--- src/rtl/reg_bank.sv ---
// Multi-entry register bank: one write port with load/inc/dec/clear ops and
// two registered read ports whose reads see the same-edge write (write-first).
module reg_bank #(
    parameter int WIDTH  = 16,
    parameter int ADDR_W = 3
) (
    input  logic                     clk,
    input  logic                     rst_n,
    input  logic                     wr_en,
    input  logic [1:0]               wr_op,
    input  logic [ADDR_W-1:0]        wr_addr,
    input  logic [WIDTH-1:0]         wr_data,
    input  logic                     rd_en_a,
    input  logic [ADDR_W-1:0]        rd_addr_a,
    output logic [WIDTH-1:0]         rd_data_a,
    output logic                     rd_valid_a,
    input  logic                     rd_en_b,
    input  logic [ADDR_W-1:0]        rd_addr_b,
    output logic [WIDTH-1:0]         rd_data_b,
    output logic                     rd_valid_b,
    output logic [(2**ADDR_W)-1:0]   entry_vld,
    output logic                     wrap
);

    localparam int DEPTH = 2 ** ADDR_W;

    localparam logic [1:0] OP_LOAD = 2'b00;
    localparam logic [1:0] OP_INC  = 2'b01;
    localparam logic [1:0] OP_DEC  = 2'b10;
    localparam logic [1:0] OP_CLR  = 2'b11;

    logic [WIDTH-1:0] mem_q [DEPTH];
    logic [WIDTH-1:0] mem_d [DEPTH];
    logic [DEPTH-1:0] entry_vld_q, entry_vld_d;
    logic [WIDTH-1:0] rd_data_a_q, rd_data_a_d;
    logic [WIDTH-1:0] rd_data_b_q, rd_data_b_d;
    logic             rd_valid_a_q, rd_valid_a_d;
    logic             rd_valid_b_q, rd_valid_b_d;
    logic             wrap_q, wrap_d;
    logic [WIDTH-1:0] wr_old_s;
    logic [WIDTH-1:0] wr_res_s;

    // Next-state: apply the write, then read from the post-write image so
    // a same-address read returns the freshly written value.
    always_comb begin
        mem_d        = mem_q;
        entry_vld_d  = entry_vld_q;
        wrap_d       = 1'b0;
        wr_old_s     = mem_q[wr_addr];
        wr_res_s     = wr_old_s;
        rd_data_a_d  = rd_data_a_q;
        rd_data_b_d  = rd_data_b_q;
        rd_valid_a_d = rd_en_a;
        rd_valid_b_d = rd_en_b;

        case (wr_op)
            OP_LOAD: wr_res_s = wr_data;
            OP_INC:  wr_res_s = wr_old_s + WIDTH'(1);
            OP_DEC:  wr_res_s = wr_old_s - WIDTH'(1);
            OP_CLR:  wr_res_s = '0;
            default: wr_res_s = wr_old_s;
        endcase

        if (wr_en) begin
            mem_d[wr_addr]       = wr_res_s;
            entry_vld_d[wr_addr] = (wr_op != OP_CLR);
            wrap_d = ((wr_op == OP_INC) && (wr_old_s == {WIDTH{1'b1}})) ||
                     ((wr_op == OP_DEC) && (wr_old_s == '0));
        end else begin
            wrap_d = 1'b0;
        end

        if (rd_en_a) begin
            rd_data_a_d = mem_d[rd_addr_a];
        end else begin
            rd_data_a_d = rd_data_a_q;
        end

        if (rd_en_b) begin
            rd_data_b_d = mem_d[rd_addr_b];
        end else begin
            rd_data_b_d = rd_data_b_q;
        end
    end

    // State registers with asynchronous clear.
    always_ff @(posedge clk or negedge rst_n) begin
        if (!rst_n) begin
            mem_q        <= '{default: '0};
            entry_vld_q  <= '0;
            rd_data_a_q  <= '0;
            rd_data_b_q  <= '0;
            rd_valid_a_q <= 1'b0;
            rd_valid_b_q <= 1'b0;
            wrap_q       <= 1'b0;
        end else begin
            mem_q        <= mem_d;
            entry_vld_q  <= entry_vld_d;
            rd_data_a_q  <= rd_data_a_d;
            rd_data_b_q  <= rd_data_b_d;
            rd_valid_a_q <= rd_valid_a_d;
            rd_valid_b_q <= rd_valid_b_d;
            wrap_q       <= wrap_d;
        end
    end

    assign rd_data_a  = rd_data_a_q;
    assign rd_data_b  = rd_data_b_q;
    assign rd_valid_a = rd_valid_a_q;
    assign rd_valid_b = rd_valid_b_q;
    assign entry_vld  = entry_vld_q;
    assign wrap       = wrap_q;

endmodule

--- config.mk ---
export PLATFORM = sky130hd
export DESIGN_NAME = reg_bank
export DESIGN_NICKNAME = d
export VERILOG_FILES = /design/src/rtl/reg_bank.sv
export SDC_FILE = /design/constraint.sdc
export NUM_CORES = 1
export LEC_CHECK = 0
export ABC_CLOCK_PERIOD_IN_PS = 3700
export CORE_MARGIN = 2
export CORE_UTILIZATION = 45
export CTS_BUF_LIST = sky130_fd_sc_hd__clkbuf_8
export CTS_CLUSTER_SIZE = 30
export DETAILED_ROUTE_END_ITERATION = 12
export PLACE_DENSITY = 0.66
export SYNTH_ARGS = -nofsm -noshare
export SYNTH_HDL_FRONTEND = slang
export SYNTH_SLANG_ARGS = --single-unit
export TNS_END_PERCENT = 5
--- constraint.sdc ---
create_clock -name clk -period 3.7 [get_ports clk]
set_input_delay 0.555 -clock clk [delete_from_list [all_inputs] [get_ports clk]]
set_output_delay 0.555 -clock clk [all_outputs]
set_load 0.01 [all_outputs]
==> summary.md <==
| Metric | Value |
|---|---|
| CTS Root Buffer Type | `clkbuf_8` |
| Drt first pass iters | `6` |
| Drt drc | `0` |
| Detail Route Antenna Nets | `0` |
| Cell Count, Final, Fillers Out | `1,695` |
| Fin crit share | `105%` |
| RSZ-0062 raised after global routing | `true` |
| Final core occ | `63.7%` |
| Fin area | `0.0144 mm^2` |
| Maximum clock frequency | `0.257 GHz` |
| Initial Util | `45.7%` |
| Count of final setup violators | `13` |
| Vias in the first global route | `10.3k` |
| First-pass GRT wire length | `58,700 um` |
| CTS clk-pin slew, worst paths | `100 ps` |
| Setup Skew | `16.9 ps` |
| Max_cap viols | `0` |
| Synthesis-to-finish area growth | `39.3%` |
| R2R setup slack | `-90 ps` |
| Antenna diode count | `0` |
| Rel. slew slack | `34.4%` |
| Total power | `0.00751 W` |
| Initial antenna violation count | `0` |
| Die W | `156 um` |
| Clk sinks | `171` |
| Dpl hpwl | `26,800 um` |
| Post-synth top flop | `dfrtp_1` |
| Area contributors post-synth | `dfrtp_1, nor2_1, mux2i_1` |
| Post-synth EDFFs | `0` |
| Crit Path Max Fanout | `8` |
| Final Hold Vio Count | `0` |
| Startpoint class of the critical path | `input port` |
| Routed vias | `10.4k` |
| Final Wtd Congestion | `0.943` |
| # placed instances | `1,640` |
| CP cell instances | `buf_8, buf_12, buf_4, mux2_4, a221oi_4, o22ai_4, ha_4, a21oi_4, buf_4, o21a_4, o221ai_2, a21o_1, or3_1, a32o_2, mux2_4, o2bb2ai_2, a311o_1, a31o_1` |
| WL/cell | `22.4 um` |
| Worst path max stage delay | `350 ps` |
| Worst Max-Slew Pin Slew | `981 ps` |
| Asr flop ratio synth | `100%` |
| Largest net degree at the start of global routing | `84` |
| Overall routing resource usage | `31.7%` |
| Sequential element share of the synthesized area | `41.3%` |
| DIE AREA | `0.0242 mm^2` |
| Iter 0 DRT Violations | `1,216` |
| Synthesized area per cell | `9.09 um^2` |
| Filler cell count | `1,802` |
| Core area | `0.0226 mm^2` |
| Kind of critical path | `in -> reg` |
| # hold bufs at CTS | `0` |
| Layout cell share with drive strength beyond 1 | `31.9%` |
| H-tree depth | `4` |
| Fin nets | `1,448` |
| Final hold slack | `109 ps` |
| Failing checks | `setup timing` |
| Outcome | `finished, violations left` |
| Placed instance area | `0.0130 mm^2` |
| Die Ht | `156 um` |
| Pwr/cell area | `520 mW/mm^2` |
| Post-synthesis cell count | `1,139` |
| Minimum clock period | `3890 ps` |
| Clock Tree Buf Depth | `2` |
| CTS tree | `yes` |
| Slowest cell on crit path | `a32o_2` |
| Syn Nets | `1,190` |
| Register bit total from synthesis | `171` |
| Crit path capture type | `flip-flop` |
| Gr ovfl total | `0` |
| LEAKAGE | `6.52 nW` |
| # IOs | `75` |
| Synthesized area | `0.0104 mm^2` |
| Routed WL | `38,000 um` |
| Row count | `55` |
| Peak VDD IR | `0.000298 V` |
| Total CTS buffers | `17` |
| Post-synth top area share | `41.3%` |
| Syn. warnings | `0` |
| WP data arrival | `4260 ps` |
| Cell accounting for the most synthesized area | `dfrtp_1` |
| Setup WS post-layout | `-185 ps` |
| DR vias/cell | `6.15` |
| Worst r2r path cells | `14` |
| Worst hold path class | `in -> async` |
| Max-slew violations | `0` |
| Port bufs | `74` |
| Worst path required time | `4070 ps` |
| Synth cell types | `76` |
| Worst skew pair latency | `490 ps` |
==> registers in the layout (all words and copies together), names as in the netlist <==
| signal | cells |
|---|---|
| mem_q | 128 |
| rd_data_a | 16 |
| rd_data_b | 16 |
| entry_vld | 8 |
| rd_valid_a | 1 |
| rd_valid_b | 1 |
| wrap | 1 |
==> synthesized netlist by cell type, drive strengths merged, types with 11 or more instances <==
| cell | n |
|---|---|
| ha | 18 |
| o22ai | 45 |
| mux2i | 52 |
| inv | 70 |
| dfrtp | 171 |
| a21oi | 88 |
| nor2 | 148 |
| mux4 | 23 |
| buf | 13 |
| nand3 | 13 |
| a31oi | 11 |
| a22oi | 19 |
| a221oi | 16 |
| nor2b | 15 |
| nor3 | 12 |
| clkbuf | 57 |
| mux2 | 41 |
| o21ai | 71 |
| nand2 | 110 |
==> stage by stage <==
step	setup TNS (ps)	worst slack (ps)
global route	-3980	-310
finish	-1340	-185
floorplan	-3800	-394
CTS	-759	-123
detailed placement	-60890	-1080
global placement	-55670	-1110
==> cell type report <==
type / instances / area (um^2) / share of cell area, %
multi-input cells: 828 / 6260 / 43.4
flip-flops and latches: 171 / 4280 / 29.6
repair buffers: 309 / 2760 / 19.1
well taps: 285 / 357 / 2.47
clock inverters: 15 / 282 / 1.95
inverters: 70 / 263 / 1.82
clock buffers: 17 / 234 / 1.62
==> path summary, 6_finish.rpt <==
| path | from | end |
|---|---|---|
| worst min register to register | rd_data_a[4] | rd_data_a[4] |
| min in group clk | rd_data_a[4] | rd_data_a[4] |
| worst min-delay path | rst_n | rd_data_a[12] |
| worst max register to register | mem_q[5] | rd_data_b[15] |
| max in group asynchronous | rst_n | mem_q[17] |
| worst max-delay path | wr_addr[1] | rd_data_b[15] |
==> logic make-up after synthesis <==
group | Yosys count | synth area share, %
buffers and inverters | 140 | 5.23
DFF | 171 | 41.3
and+or+nand+nor | 357 | 15.2
muxes | 116 | 14.6
xor gates and xnor gates | 3 | 0.254
AOI/OAI and AO/OA | 333 | 21.1
adders and majority gates | 19 | 2.37
==> placed cells by master, fill, tap and decap left out, types with 13 or more instances in the layout <==
master           count
a21oi_1             70
a21oi_2             16
a22oi_1             13
buf_12              13
buf_4              213
clkbuf_8            17
clkdlybuf4s50_1     68
dfrtp_1            171
inv_1               67
mux2_2              29
mux2i_1             41
mux4_2              23
nand2_1            110
nand3_1             13
nor2_1             145
nor2b_1             15
o21ai_0             38
o21ai_1             25
o22ai_1             38
==> worst max-delay path: cells and delay by family <==
family / cells / cell delay [ps]
AO/OA/AOI/OAI: 10 / 1920
AND/OR/NAND/NOR: 1 / 300
multiplexers: 2 / 620
adder cells (fa/ha/maj): 1 / 280
buffers and inverters: 4 / 550
==> layer usage <==
layer,vias up,track usage [%],part of all wire (%),wire length (um)
li1,4660,-,-,-
met1,5035,44.4,41,15600
met2,616,50.3,45,17200
met3,106,5.50,11,4070
met4,0,10.6,3.0,1130
met5,-,0,0,0
==> what timing repair did <==
action | 4_1_cts | 5_1_grt
pin swaps | 31 | 30
cloned | 2 | 0
buffers inserted | 14 | 7
setup endpoints to repair | 38 | 28
gates resized for setup | 75 | 78
==> report_power, final <==
group | switching, W | total, W | internal, W | leakage [nW]
Combinational | 0.00158 | 0.00315 | 0.00157 | 4.15
Clock | 0.000780 | 0.00173 | 0.000955 | 0.254
Sequential | 0.000300 | 0.00263 | 0.00233 | 2.12
No activity file was read; power rests on OpenSTA's default activity.
